## config.mk

```make
export PLATFORM = sky130hd
export DESIGN_NAME = ni_flit_injector
export DESIGN_NICKNAME = d
export VERILOG_FILES = /design/src/rtl/ni_flit_injector.sv
export SDC_FILE = /design/constraint.sdc
export NUM_CORES = 1
export LEC_CHECK = 0
export CAP_MARGIN = 10
export CORE_UTILIZATION = 35
export CTS_BUF_LIST = sky130_fd_sc_hd__clkbuf_4
export DETAILED_ROUTE_END_ITERATION = 10
export PLACE_DENSITY_LB_ADDON = 0.25
export SLEW_MARGIN = 10
export SYNTH_ARGS = -nofsm -noshare
export SYNTH_HDL_FRONTEND = slang
export SYNTH_SLANG_ARGS = --single-unit
```

## constraint.sdc

```tcl
create_clock -name i_clk -period 7.4 [get_ports i_clk]
set_clock_uncertainty 0.2 [all_clocks]
set_input_delay 1.48 -clock i_clk [delete_from_list [all_inputs] [get_ports i_clk]]
set_output_delay 1.48 -clock i_clk [all_outputs]
set_load 0.005 [all_outputs]
```

## src/rtl/ni_flit_injector.sv

```systemverilog
// rtl/ni_flit_injector.sv - local-port packet injector: descriptor + payload in, HDR/BODY/TAIL flits out under credit flow control
module ni_flit_injector #(
  parameter logic [1:0]  SRC_X     = 2'd0,
  parameter logic [1:0]  SRC_Y     = 2'd2,
  parameter int unsigned BUF_DEPTH = 4
) (
  input  logic       i_clk,
  input  logic       i_rst_n,
  input  logic       i_pkt_valid,
  output logic       o_pkt_ready,
  input  logic [3:0] i_pkt_dest,
  input  logic [2:0] i_pkt_len,
  input  logic       i_data_valid,
  output logic       o_data_ready,
  input  logic [5:0] i_data_in,
  output logic [7:0] o_flit_out,
  output logic       o_flit_valid,
  input  logic       i_credit_in,
  output logic       o_busy,
  output logic       o_err_self,
  output logic       o_err_credit
);

  localparam logic [2:0] LP_DEPTH  = BUF_DEPTH[2:0];
  localparam logic [1:0] TYPE_HDR  = 2'b10;
  localparam logic [1:0] TYPE_BODY = 2'b00;
  localparam logic [1:0] TYPE_TAIL = 2'b01;

  typedef enum logic [1:0] {
    S_IDLE = 2'd0,
    S_HEAD = 2'd1,
    S_BODY = 2'd2,
    S_TAIL = 2'd3
  } state_t;

  state_t     r_state;
  state_t     w_state_nxt;
  logic [3:0] r_dest;
  logic [3:0] w_dest_nxt;
  logic [2:0] r_remain;
  logic [2:0] w_remain_nxt;
  logic [2:0] r_credits;
  logic [2:0] w_credits_nxt;
  logic [7:0] r_flit_out;
  logic [7:0] w_flit_nxt;
  logic       r_flit_valid;
  logic       r_busy;
  logic       r_err_self;
  logic       r_err_credit;
  logic       w_has_credit;
  logic       w_data_ready;
  logic       w_data_hs;
  logic       w_emit;
  logic       w_self_hit;
  logic       w_credit_err;

  // data_ready depends only on registered state and counter, never on i_credit_in
  assign w_has_credit = (r_credits != 3'd0);
  assign w_data_ready = ((r_state == S_BODY) || (r_state == S_TAIL)) && w_has_credit;
  assign w_data_hs    = w_data_ready && i_data_valid;

  always_comb begin
    w_state_nxt  = r_state;
    w_dest_nxt   = r_dest;
    w_remain_nxt = r_remain;
    w_flit_nxt   = r_flit_out;
    w_emit       = 1'b0;
    w_self_hit   = 1'b0;
    case (r_state)
      S_IDLE: begin
        if (i_pkt_valid) begin
          w_dest_nxt   = i_pkt_dest;
          w_remain_nxt = i_pkt_len;
          if (i_pkt_dest == {SRC_Y, SRC_X}) begin
            w_self_hit = 1'b1;
          end else begin
            w_state_nxt = S_HEAD;
          end
        end
      end
      S_HEAD: begin
        if (w_has_credit) begin
          w_emit      = 1'b1;
          w_flit_nxt  = {TYPE_HDR, 2'b00, r_dest};
          w_state_nxt = (r_remain != 3'd0) ? S_BODY : S_TAIL;
        end
      end
      S_BODY: begin
        if (w_data_hs) begin
          w_emit       = 1'b1;
          w_flit_nxt   = {TYPE_BODY, i_data_in};
          w_remain_nxt = r_remain - 3'd1;
          if (r_remain == 3'd1) begin
            w_state_nxt = S_TAIL;
          end
        end
      end
      S_TAIL: begin
        if (w_data_hs) begin
          w_emit      = 1'b1;
          w_flit_nxt  = {TYPE_TAIL, i_data_in};
          w_state_nxt = S_IDLE;
        end
      end
      default: begin
        w_state_nxt = S_IDLE;
      end
    endcase
  end

  // A send and a returned credit in the same cycle cancel out
  always_comb begin
    w_credits_nxt = r_credits;
    w_credit_err  = 1'b0;
    if (w_emit && !i_credit_in) begin
      w_credits_nxt = r_credits - 3'd1;
    end else if (!w_emit && i_credit_in) begin
      if (r_credits == LP_DEPTH) begin
        w_credit_err = 1'b1;
      end else begin
        w_credits_nxt = r_credits + 3'd1;
      end
    end
  end

  always_ff @(posedge i_clk or negedge i_rst_n) begin
    if (!i_rst_n) begin
      r_state      <= S_IDLE;
      r_dest       <= 4'd0;
      r_remain     <= 3'd0;
      r_credits    <= LP_DEPTH;
      r_flit_out   <= 8'h00;
      r_flit_valid <= 1'b0;
      r_busy       <= 1'b0;
      r_err_self   <= 1'b0;
      r_err_credit <= 1'b0;
    end else begin
      r_state      <= w_state_nxt;
      r_dest       <= w_dest_nxt;
      r_remain     <= w_remain_nxt;
      r_credits    <= w_credits_nxt;
      r_flit_out   <= w_flit_nxt;
      r_flit_valid <= w_emit;
      r_busy       <= (w_state_nxt != S_IDLE);
      r_err_self   <= w_self_hit;
      r_err_credit <= w_credit_err;
    end
  end

  assign o_pkt_ready  = (r_state == S_IDLE);
  assign o_data_ready = w_data_ready;
  assign o_flit_out   = r_flit_out;
  assign o_flit_valid = r_flit_valid;
  assign o_busy       = r_busy;
  assign o_err_self   = r_err_self;
  assign o_err_credit = r_err_credit;

endmodule

```

== Word-level counts from Yosys, hierarchy flattened ==
Index checks and enable logic that the tools add are counted.
Cells by class
  $add $sub $neg: 3
  multiply operators: 0
  divide/modulo/power cells: 0
  order comparisons: 0
  eq/ne operators: 11
  shifts and indexed selects: 0
  muxes and demuxes: 27
  bitwise gates (word level): 0
  reduce and logical (&&, ||, !) cells: 19
Operators with widths (number)
  2-to-1 mux 8 bit: 3
  one-hot mux 8 bit (3 select lines): 1
  2-to-1 mux 3 bit: 5
  2-to-1 mux 2 bit: 6
  inequality test 2 bit (second input constant): 5
  2-to-1 mux 1 bit: 9
  nonzero test 3 bit: 3
  one-hot mux 2 bit (4 select lines): 1
  one-hot mux 3 bit (2 select lines): 1
  nonzero test 2 bit: 3
  subtractor 3 x 1 -> 3 bit (second input constant): 2
  == test 2 bit (second input constant): 2
  == test 4 bit (second input constant): 1
  logical AND 1 bit: 4
  AND reduction 2 bit: 2
  AND reduction 4 bit: 1
  adder 3 x 1 -> 3 bit (second input constant): 1
  == test 3 x 1 -> 1 bit (second input constant): 1
  == test 3 bit (second input constant): 1
  AND reduction 3 bit: 1
  == test 2 x 1 -> 1 bit (second input constant): 1
  logical NOT 1 bit: 2
  logical NOT 2 bit: 1
  one-hot mux 1 bit (2 select lines): 1
  2 further kinds: 2
Word-level totals
  register bits: 24
  latch bits: 0
  memory bits (writable): 0
  ROM bits: 0
  output and inout port bits: 14
  memories kept: 0

== Longest topological paths before layout ==
Gate-level depths: netlist of run 1.
  depth after elaboration: 10
  depth in mapped cells: 9

== Least setup slack after synthesis of run 1 ==
OpenSTA, ideal clock, no wires.
  kind: input to register
  start point: input port i_data_valid
  end point: register r_credits[2]
  setup time: 0.086 ns
  arrival time: 3.212 ns
  path slack: 3.902 ns
  stages: 9
  path through: buf_2 mux2i_1 nor2_2 ha_1 inv_1 fa_1 or2_2 o21ai_0 a31oi_1
Between the ends
  word-level cells in the longest chain between the ends: 7
  elaborated cells on any way between the ends: 10
  those cells by class: eq/ne: 1; mux: 3; reduce/logical: 6
RTL lines
  from (decl): RTL line 13  | input logic i_data_valid,
  logical AND 1 bit (*): RTL line 60  | assign w_data_hs = w_data_ready && i_data_valid;
  2-to-1 mux 1 bit (*): RTL line 89, 99
  one-hot mux 1 bit (2 select lines) (*): RTL line 69  | case (r_state)
  net w_emit: RTL line 53  | logic w_emit;
  logical NOT 1 bit: RTL line 117  | end else if (!w_emit && i_credit_in) begin
  logical AND 1 bit: RTL line 117
  nonzero test 2 bit (no source line)
  AND reduction 2 bit (no source line)
  to (signal assigned): RTL line 141  | r_credits <= w_credits_nxt;
  to (decl): RTL line 42  | logic [2:0] r_credits;
The timed path passes the listed nets; every way through them passes the cells marked *.
A chain may end at the register's enable or synchronous reset.

== Worst setup path in the final report of run 1 ==
Ends and elaborated chain as after synthesis.

==> summary.md, run 1 <==
| Metric | Value |
|---|---|
| Status | complete, no violations |
| Portion of the post-synthesis area used by sequential elements | 47.0% |
| Register bit total from synthesis | 24 |
| Half-perimeter wire length after detailed placement | 1.92 mm |
| First-pass GRT wire length | 4.57 mm |
| CTS clk-pin slew, worst paths | 0.13 ns |
| Number of hold buffers added after CTS | 0 |
| Syn Area/Cell | 10.2 µm² |
| Horizontal die dimension | 62.5 µm |
| RePlAce Congestion | 0.790 |
| Boundary Pins | 32 |
| Final TNS setup | 0 ns |
| Fraction of met2 tracks used by global routing | 23.6% |
| Max Buffers Root-to-Sink | 2 |
| Met1 Track Usage GR | 18.5% |
| Non-filler instance count after layout | 201 |
| GRT Max-Usage Layer | met2 |
| Worst hold path type | reg2reg |
| Global routing usage on met3 | 4.20% |
| Clock tree root buffer cell | sky130_fd_sc_hd__clkbuf_4 |
| Initial antenna violation count | 0 |
| Netlist area before placement | 1280 µm² |
| RR Startpoint | r_state[1] |
| Element type at the critical path start | input port |
| Leading post-synthesis cells by cell area | sky130_fd_sc_hd__dfrtp_1 (45%), sky130_fd_sc_hd__nand2_1 (5.3%), sky130_fd_sc_hd__ha_1 (4.9%), sky130_fd_sc_hd__mux2_1 (3.5%), sky130_fd_sc_hd__mux2_2 (3.5%) |
| Register-to-register setup slack | 4.32 ns |
| YS warnings | 0 |
| Die footprint | 3910 µm² |
| Number of buffers added on ports | 31 |
| Maximum clock rate | 251 MHz |
| Category of the worst setup path capture point | flop |
| Final Hold Slack | 0.296 ns |
| Static leakage power | 0.734 nW |
| Async set-reset flop share out of synthesis | 100% |
| Worst Hold Path EP | r_dest[1] |
| CTS tree | yes |
| Floorplan core area | 3420 µm² |
| Share of Yosys cell area claimed by the top area cell type | 44.9% |
| Number of cells after detailed placement | 197 |
| Aggregate global routing overflow | 0 |
| Number of DRC markers after the initial detailed-route iteration | 65 |
| Clock latency at the later pin of the worst-skew pair | 0.32 ns |
| Y dimension of the die | 62.5 µm |
| Ratio of cells with drive above 1 in the final layout | 9.68% |
| Cell area after layout | 1650 µm² |
| Pwr Density | 362 nW/µm² |
| Initial DRT Pass Iterations | 4 |
| Signed area change from the synthesized netlist to the final layout | 28.5% |
| Final wirelength | 2.61 mm |
| Num CTS Buffers | 3 |
| Minimum clock period after layout | 3.99 ns |
| Routed vias | 1009 |
| Via/cell ratio | 5.02 |
| Number of failing hold endpoints at the final stage | 0 |
| Final setup violation count | 0 |
| Resized Gates After CTS | 0 |
| Post-detailed-placement cell area | 1620 µm² |
| Number of max-slew violations in the final report | 0 |
| Post-route DRC violation count | 0 |
| Worst setup timing slack at the placement stage | 3.08 ns |
| Post-CTS setup repair buffer count | 0 |
| Worst path arrival time | 4.04 ns |
| Headroom to the max-slew limit | 48.3% |
| Primary flip-flop cell chosen by synthesis mapping | sky130_fd_sc_hd__dfrtp_1 |
| Average wire length per cell after detail routing | 13.0 µm |
| Site Rows | 21 |
| Net count after synthesis | 150 |
| Nets | 180 |
| Required time of the worst setup path | 7.45 ns |
| Start-to-end type of the worst setup path | in2reg |
| Hold Path Cell Cnt | 2 |
| Final cell utilization of the core | 48.2% |
| Hold path startpoint | r_dest[1] |
| Final setup slack of the worst path | 3.41 ns |
| Maximum number of pins on one net before global-route repair | 25 |
| Reg-to-reg endpoint | r_credits[2] |
| Effective utilization at floorplan | 37.5% |
| Total Power | 0.596 mW |
| Length in cells of the worst reg-to-reg path | 8 |
| Worst-path maximum fanout | 9 |
| Final critical-path share of the clock period | 53.9% |
| Number of levels in the clock H-tree | 1 |
| Via count of the first global-routing pass | 1011 |
| Tightest Pin Transition | 0.774 ns |
| Diode insertion count for antenna repair | 0 |
| Count of unique library cells instantiated by Yosys | 40 |
| Max-capacitance violation count | 0 |
| RSZ-0062 raised after global routing | false |
| Gate count of the mapped netlist | 126 |
| Maximum vdd ir drop | 0.153 mV |
| Cell taking the most area after synthesis | sky130_fd_sc_hd__dfrtp_1 |
| Count of flip-flops with a built-in enable after synthesis | 0 |
| Post-detailed-route count of antenna-violating nets | 0 |
| Gr usage total | 14.8% |
| Total number of clock tree sinks | 24 |
## registers in the layout, indices dropped and copies added (netlist names)
| name | cells |
|---|---|
| o_err_credit | 1 |
| r_remain | 3 |
| r_state | 2 |
| o_busy | 1 |
| r_dest | 4 |
| r_credits | 3 |
| o_err_self | 1 |
| o_flit_out | 8 |
| o_flit_valid | 1 |
## cell usage after synthesis, drive strengths merged (2+ instances only)
cell type / count
a31oi: 2
o31ai: 2
a21oi: 5
mux2: 8
nand4: 3
o21ai: 3
o211ai: 2
nand2: 18
buf: 4
ha: 5
and2: 2
nor2b: 2
or4b: 2
nor2: 6
mux2i: 3
dfrtp: 23
or2: 2
nand3: 2
clkbuf: 2
nor3b: 2
or3b: 2
inv: 10
## report_power, final
group	total [mW]	internal (mW)	switching (mW)
Sequential	0.253	0.190	0.0625
Combinational	0.279	0.159	0.120
Clock	0.0635	0.0248	0.0387
Total	0.596	0.374	0.222
## worst max path at each step
stage,end,slack [ns],startpoint
floorplan,r_credits[2],3.90,i_data_valid
global placement,r_credits[2],3.21,i_data_valid
detailed placement,r_credits[2],3.08,i_data_valid
CTS,r_credits[2],3.43,i_data_valid
global route,r_credits[2],3.24,i_data_valid
finish,r_credits[2],3.41,i_data_valid
## kinds of logic after synthesis
group	synth area share, %
AND/OR/NAND/NOR	18.9
AO/OA/AOI/OAI	12.5
buffers and inverters	5.08
XOR/XNOR	0.684
flip-flops	47.0
adder cells (fa/ha/maj)	6.45
multiplexers	9.37
## layer usage
layer	part of all wire, %	wire, µm
met5	0	0
met4	1.8	46
met3	3.2	84
met2	48	1250
met1	47	1230
## layout make-up
class                   count  area [µm²]
clock buffers               4        30.0
fillers                   323        1770
inverters                  10        37.5
multi-input cells          86         614
flip-flops and latches     24         602
well taps                  46        57.6
repair buffers             31         305
## critical path, stage by stage
cell,delay [ns]
sky130_fd_sc_hd__clkdlybuf4s50_1,0.66
sky130_fd_sc_hd__mux2i_1,0.19
sky130_fd_sc_hd__nor2_2,0.33
sky130_fd_sc_hd__ha_1,0.32
sky130_fd_sc_hd__inv_1,0.11
sky130_fd_sc_hd__fa_1,0.43
sky130_fd_sc_hd__or2_2,0.28
sky130_fd_sc_hd__o21ai_0,0.15
sky130_fd_sc_hd__a31oi_1,0.10
## cell usage in the layout (no fill, tap or decap), types with 2 or more instances in the layout
master and instances:
sky130_fd_sc_hd__dfrtp_1 23, sky130_fd_sc_hd__o31ai_1 2, sky130_fd_sc_hd__a21oi_1 5, sky130_fd_sc_hd__or3b_1 2, sky130_fd_sc_hd__o21ai_0 3, sky130_fd_sc_hd__nor2b_1 2
sky130_fd_sc_hd__clkdlybuf4s50_1 30, sky130_fd_sc_hd__nand2_1 18, sky130_fd_sc_hd__nor3b_1 2, sky130_fd_sc_hd__mux2_1 4, sky130_fd_sc_hd__inv_1 10, sky130_fd_sc_hd__nor2_1 5
sky130_fd_sc_hd__or4b_1 2, sky130_fd_sc_hd__o211ai_1 2, sky130_fd_sc_hd__nand3_1 2, sky130_fd_sc_hd__or2_2 2, sky130_fd_sc_hd__mux2i_1 3, sky130_fd_sc_hd__mux2_2 4
sky130_fd_sc_hd__and2_1 2, sky130_fd_sc_hd__a31oi_1 2, sky130_fd_sc_hd__clkbuf_4 4, sky130_fd_sc_hd__nand4_1 3, sky130_fd_sc_hd__ha_1 5
No activity file was read; power rests on OpenSTA's default activity.
==> run 2, diff against run 1 <==
==> constraint.sdc (replaced) <==
create_clock -name i_clk -period 3.77 [get_ports i_clk]
set_clock_uncertainty 0.2 [all_clocks]
set_input_delay 0.754 -clock i_clk [delete_from_list [all_inputs] [get_ports i_clk]]
set_output_delay 0.754 -clock i_clk [all_outputs]
set_load 0.005 [all_outputs]
==> run 2 against run 1 <==
Sequential cell count did not move; worst hold slack got worse by 0.0014 ns; final cell count rose by 1.5%; sequential share of layout area fell by 0.52 points; design area rose by 1.4%; worst setup slack got worse by 2.7 ns; non-clock buffer count rose by 3; critical endpoint unchanged.
==> summary.md, run 2 (synthesis results as in run 1) <==
| Metric | Value |
|---|---|
| Number of buffers added on ports | 31 |
| Boundary Pins | 32 |
| Post-route DRC violation count | 0 |
| Ratio of cells with drive above 1 in the final layout | 10.1% |
| Number of hold buffers added after CTS | 0 |
| Reg-to-reg endpoint | r_credits[2] |
| Initial antenna violation count | 0 |
| RePlAce Congestion | 0.836 |
| Effective utilization at floorplan | 37.5% |
| Length in cells of the worst reg-to-reg path | 8 |
| RR Startpoint | r_state[0] |
| Final wirelength | 2.64 mm |
| Clock latency at the later pin of the worst-skew pair | 0.32 ns |
| Maximum clock rate | 330 MHz |
| Num CTS Buffers | 3 |
| RSZ-0062 raised after global routing | false |
| Post-detailed-route count of antenna-violating nets | 0 |
| Die footprint | 3910 µm² |
| Half-perimeter wire length after detailed placement | 1.96 mm |
| Diode insertion count for antenna repair | 0 |
| Final TNS setup | 0 ns |
| Final setup slack of the worst path | 0.740 ns |
| Cells along the critical path | clkdlybuf4s50_1 > mux2i_1 > nor2_2 > ha_1 > inv_1 > fa_1 > or2_2 > o21ai_0 > a31oi_1 |
| Delay-heaviest family, CP | buffers and inverters |
| Post-CTS setup repair buffer count | 0 |
| Most common cell after layout, fill and taps aside | sky130_fd_sc_hd__clkdlybuf4s50_1 |
| Maximum number of pins on one net before global-route repair | 25 |
| Cell area after layout | 1670 µm² |
| Number of max-slew violations in the final report | 0 |
| Highest-count cells in the layout ignoring fill and taps | sky130_fd_sc_hd__clkdlybuf4s50_1 (31), sky130_fd_sc_hd__dfrtp_1 (23), sky130_fd_sc_hd__nand2_1 (18) |
| Hold path startpoint | r_dest[1] |
| Number of cells after detailed placement | 200 |
| Worst setup timing slack at the placement stage | 0.426 ns |
| Total Power | 1.18 mW |
| Category of the worst setup path capture point | flop |
| Signed area change from the synthesized netlist to the final layout | 30.4% |
| Number of failing hold endpoints at the final stage | 0 |
| Initial DRT Pass Iterations | 4 |
| Average wire length per cell after detail routing | 13.0 µm |
| Site Rows | 21 |
| Resized Gates After CTS | 0 |
| Total number of clock tree sinks | 24 |
| Number of DRC markers after the initial detailed-route iteration | 34 |
| Element type at the critical path start | input port |
| Number of levels in the clock H-tree | 1 |
| Nets | 183 |
| Routed vias | 1012 |
| Via count of the first global-routing pass | 997 |
| Worst path arrival time | 3.08 ns |
| Crit-path max cell delay | 0.65 ns |
| Tightest Pin Transition | 0.742 ns |
| Hold Path Cell Cnt | 2 |
| Max-capacitance violation count | 0 |
| Headroom to the max-slew limit | 50.4% |
| Post-detailed-placement cell area | 1640 µm² |
| Y dimension of the die | 62.5 µm |
| Register-to-register setup slack | 1.23 ns |
| Via/cell ratio | 4.96 |
| Final critical-path share of the clock period | 80.4% |
| Clock tree root buffer cell | sky130_fd_sc_hd__clkbuf_4 |
| CTS tree | yes |
| Number of flip-flops in the largest register | 8 |
| Number of buffers and inverters on the critical path | 2 |
| Worst Hold Path EP | r_dest[1] |
| Final Hold Slack | 0.294 ns |
| Max Buffers Root-to-Sink | 2 |
| Minimum clock period after layout | 3.03 ns |
| Worst-path maximum fanout | 9 |
| Maximum vdd ir drop | 0.252 mV |
| Status | complete, no violations |
| Final setup violation count | 0 |
| Final cell utilization of the core | 48.9% |
| Horizontal die dimension | 62.5 µm |
| Max stage delay cell, worst path | sky130_fd_sc_hd__clkdlybuf4s50_1 |
| Pwr Density | 706 nW/µm² |
| Aggregate global routing overflow | 0 |
| Start-to-end type of the worst setup path | in2reg |
| First-pass GRT wire length | 4.55 mm |
| Gr usage total | 14.8% |
| Static leakage power | 0.745 nW |
| CTS clk-pin slew, worst paths | 0.13 ns |
| Non-filler instance count after layout | 204 |
| Floorplan core area | 3420 µm² |
| Worst hold path type | reg2reg |
| Required time of the worst setup path | 3.82 ns |
run 2: metal layers:
layer / vias up / wire [µm] / global-route usage (%)
met2: 19 / 1320 / 24.3
met4: 0 / 29 / 6.69
met1: 484 / 1200 / 18.0
li1: 504 / - / -
met5: - / 0 / 0
met3: 5 / 93 / 4.01
run 2: area by class of cell:
type	count	area, µm²
clock buffers	3	22.5
repair buffers	34	333
well taps	46	57.6
inverters	10	37.5
fillers	339	1750
multi-input cells	86	614
flip-flops and latches	24	602
clock inverters	1	3.75
run 2: worst max path at each step:
| stage | from | endpoint | cells past startpoint |
|---|---|---|---|
| after global routing | i_data_valid | r_credits[2] | 9 |
| final | i_data_valid | r_credits[2] | 9 |
| after CTS | i_data_valid | r_credits[2] | 9 |
| after floorplan | i_data_valid | r_credits[2] | 9 |
| after detailed placement | i_data_valid | r_credits[2] | 9 |
| after global placement | i_data_valid | r_credits[2] | 9 |
run 2: worst reg2reg max path, cell delays in order, from the launching register on:
cell and delay (ns):
sky130_fd_sc_hd__dfrtp_1 0.60, sky130_fd_sc_hd__mux2i_1 0.19, sky130_fd_sc_hd__nor2_2 0.14, sky130_fd_sc_hd__ha_1 0.26
sky130_fd_sc_hd__inv_1 0.11, sky130_fd_sc_hd__fa_1 0.43, sky130_fd_sc_hd__or2_2 0.29, sky130_fd_sc_hd__o21ai_0 0.15
sky130_fd_sc_hd__a31oi_1 0.10
run 2: power breakdown:
part	internal [mW]	switching [mW]	total, mW
clock	0.0388	0.0771	0.116
combinational	0.326	0.270	0.596
sequential	0.374	0.0929	0.467
==> run 3, diff against run 2 <==
==> constraint.sdc (replaced) <==
create_clock -name i_clk -period 2.84 [get_ports i_clk]
set_clock_uncertainty 0.2 [all_clocks]
set_input_delay 0.568 -clock i_clk [delete_from_list [all_inputs] [get_ports i_clk]]
set_output_delay 0.568 -clock i_clk [all_outputs]
set_load 0.005 [all_outputs]
==> run 3 against run 2 <==
Sequential power up 31%; first-iteration DRC count up 100%; final cell count up 2.0%; worst setup slack worse by 0.59 ns; clock power up 34%; critical endpoint is now o_data_ready.
==> summary.md, run 3 (synthesis results as in run 1) <==
| Metric | Value |
|---|---|
| Die footprint | 3910 µm² |
| Met1 wire length | 1.27 mm |
| Worst-path maximum fanout | 8 |
| RR Startpoint | r_credits[2] |
| Required time of the worst setup path | 2.07 ns |
| Tightest Pin Transition | 0.524 ns |
| Highest-count cells in the layout ignoring fill and taps | sky130_fd_sc_hd__clkdlybuf4s50_1 (31), sky130_fd_sc_hd__dfrtp_1 (23), sky130_fd_sc_hd__nand2_1 (18) |
| Hold path startpoint | o_flit_out[1] |
| Final critical-path share of the clock period | 94.9% |
| Reg-to-reg endpoint | r_credits[2] |
| Uppermost layer routed | met4 |
| Cell area after layout | 1700 µm² |
| Start-to-end type of the worst setup path | reg2out |
| Clock latency at the later pin of the worst-skew pair | 0.33 ns |
| Maximum number of pins on one net before global-route repair | 25 |
| Crit-path max cell delay | 0.49 ns |
| Number of buffers added on ports | 31 |
| Diode insertion count for antenna repair | 0 |
| Met3 routed wirelength | 109 µm |
| Headroom to the max-slew limit | 64.5% |
| Length in cells of the worst reg-to-reg path | 8 |
| Minimum clock period after layout | 2.69 ns |
| Number of levels in the clock H-tree | 1 |
| Element type at the critical path start | flop |
| Max stage delay cell, worst path | sky130_fd_sc_hd__dfrtp_1 |
| Worst Hold Path EP | o_flit_out[1] |
| Via/cell ratio | 4.94 |
| Nets | 187 |
| CTS clk-pin slew, worst paths | 0.12 ns |
| Hold Path Cell Cnt | 1 |
| Static leakage power | 0.766 nW |
| First-pass GRT wire length | 4.95 mm |
| Aggregate global routing overflow | 0 |
| Final wirelength | 2.85 mm |
| Met2 routed wirelength | 1.44 mm |
| Post-route DRC violation count | 0 |
| Signed area change from the synthesized netlist to the final layout | 32.7% |
| Post-detailed-route count of antenna-violating nets | 0 |
| CTS tree | yes |
| Number of DRC markers after the initial detailed-route iteration | 68 |
| Final cell utilization of the core | 49.8% |
| Num CTS Buffers | 3 |
| Routed vias | 1028 |
| Gr usage total | 16.1% |
| Cells along the critical path | or3_1 > and2_1 > clkdlybuf4s50_1 |
| Final setup violation count | 0 |
| Number of hold buffers added after CTS | 0 |
| Maximum vdd ir drop | 0.426 mV |
| Y dimension of the die | 62.5 µm |
| Resized Gates After CTS | 0 |
| Max-capacitance violation count | 0 |
| RePlAce Congestion | 0.815 |
| Initial antenna violation count | 0 |
| Worst hold path type | reg2reg |
| Status | complete, no violations |
| Ratio of cells with drive above 1 in the final layout | 12.3% |
| Register-to-register setup slack | 0.43 ns |
| Category of the worst setup path capture point | output port |
| Pwr Density | 940 nW/µm² |
| Total number of clock tree sinks | 24 |
| Number of flip-flops in the largest register | 8 |
| Maximum clock rate | 371 MHz |
| Site Rows | 21 |
| Initial DRT Pass Iterations | 4 |
| Average wire length per cell after detail routing | 13.7 µm |
| Floorplan core area | 3420 µm² |
| Effective utilization at floorplan | 37.5% |
| Max Buffers Root-to-Sink | 2 |
| Half-perimeter wire length after detailed placement | 2.06 mm |
| Via count of the first global-routing pass | 1076 |
| Total Power | 1.60 mW |
| Post-detailed-placement cell area | 1670 µm² |
| Clock tree root buffer cell | sky130_fd_sc_hd__clkbuf_4 |
| Boundary Pins | 32 |
| Number of failing hold endpoints at the final stage | 0 |
| Most common cell after layout, fill and taps aside | sky130_fd_sc_hd__clkdlybuf4s50_1 |
| Horizontal die dimension | 62.5 µm |
| Final TNS setup | 0 ns |
| Post-CTS setup repair buffer count | 0 |
| Worst setup timing slack at the placement stage | 0.0320 ns |
| Worst path arrival time | 1.93 ns |
| Final setup slack of the worst path | 0.146 ns |
| Number of max-slew violations in the final report | 0 |
| RSZ-0062 raised after global routing | false |
run 3: cell type report:
class / instances / area (µm²)
fillers: 330 / 1720
multi-input cells: 86 / 614
flip-flops and latches: 24 / 602
repair buffers: 38 / 363
well taps: 46 / 57.6
inverters: 10 / 37.5
clock buffers: 3 / 22.5
clock inverters: 1 / 3.75
run 3: worst max path at each step:
| stage | to | start | cells after the start | slack [ns] |
|---|---|---|---|---|
| after floorplan | r_credits[2] | i_data_valid | 9 | 0.25 |
| after global placement | r_credits[2] | i_data_valid | 9 | 0.11 |
| after detailed placement | r_credits[2] | i_data_valid | 9 | 0.03 |
| after CTS | o_data_ready | r_credits[0] | 3 | 0.13 |
| after global routing | o_data_ready | r_credits[0] | 3 | 0.05 |
| final | o_data_ready | r_credits[0] | 3 | 0.15 |
run 3: metrics by stage:
| step | cells | hold slack [ns] |
|---|---|---|
| 2_1_floorplan | 126 | 0.0724 |
| 3_3_place_gp | 204 | 0.259 |
| 5_1_grt | 208 | 0.330 |
| 4_1_cts | 208 | 0.305 |
| 6_report | 208 | 0.304 |
| 3_5_place_dp | 204 | 0.266 |
run 3: routing by layer:
metal,vias to the layer above,GRT usage (%)
li1,508,-
met1,500,18.8
met2,18,28.9
met3,2,4.93
met4,0,3.49
met5,-,0
run 3: critical path, delay by kind of cell, from the launching register on:
family                 cells  cell delay, ns
and+or+nand+nor            2            0.68
DFF                        1            0.49
buffers and inverters      1            0.44
run 3: where the power goes:
part	leakage [nW]	internal, mW	switching, mW
clock	0.0154	0.0516	0.105
sequential	0.292	0.497	0.114
combinational	0.458	0.447	0.383
total	0.766	0.996	0.602
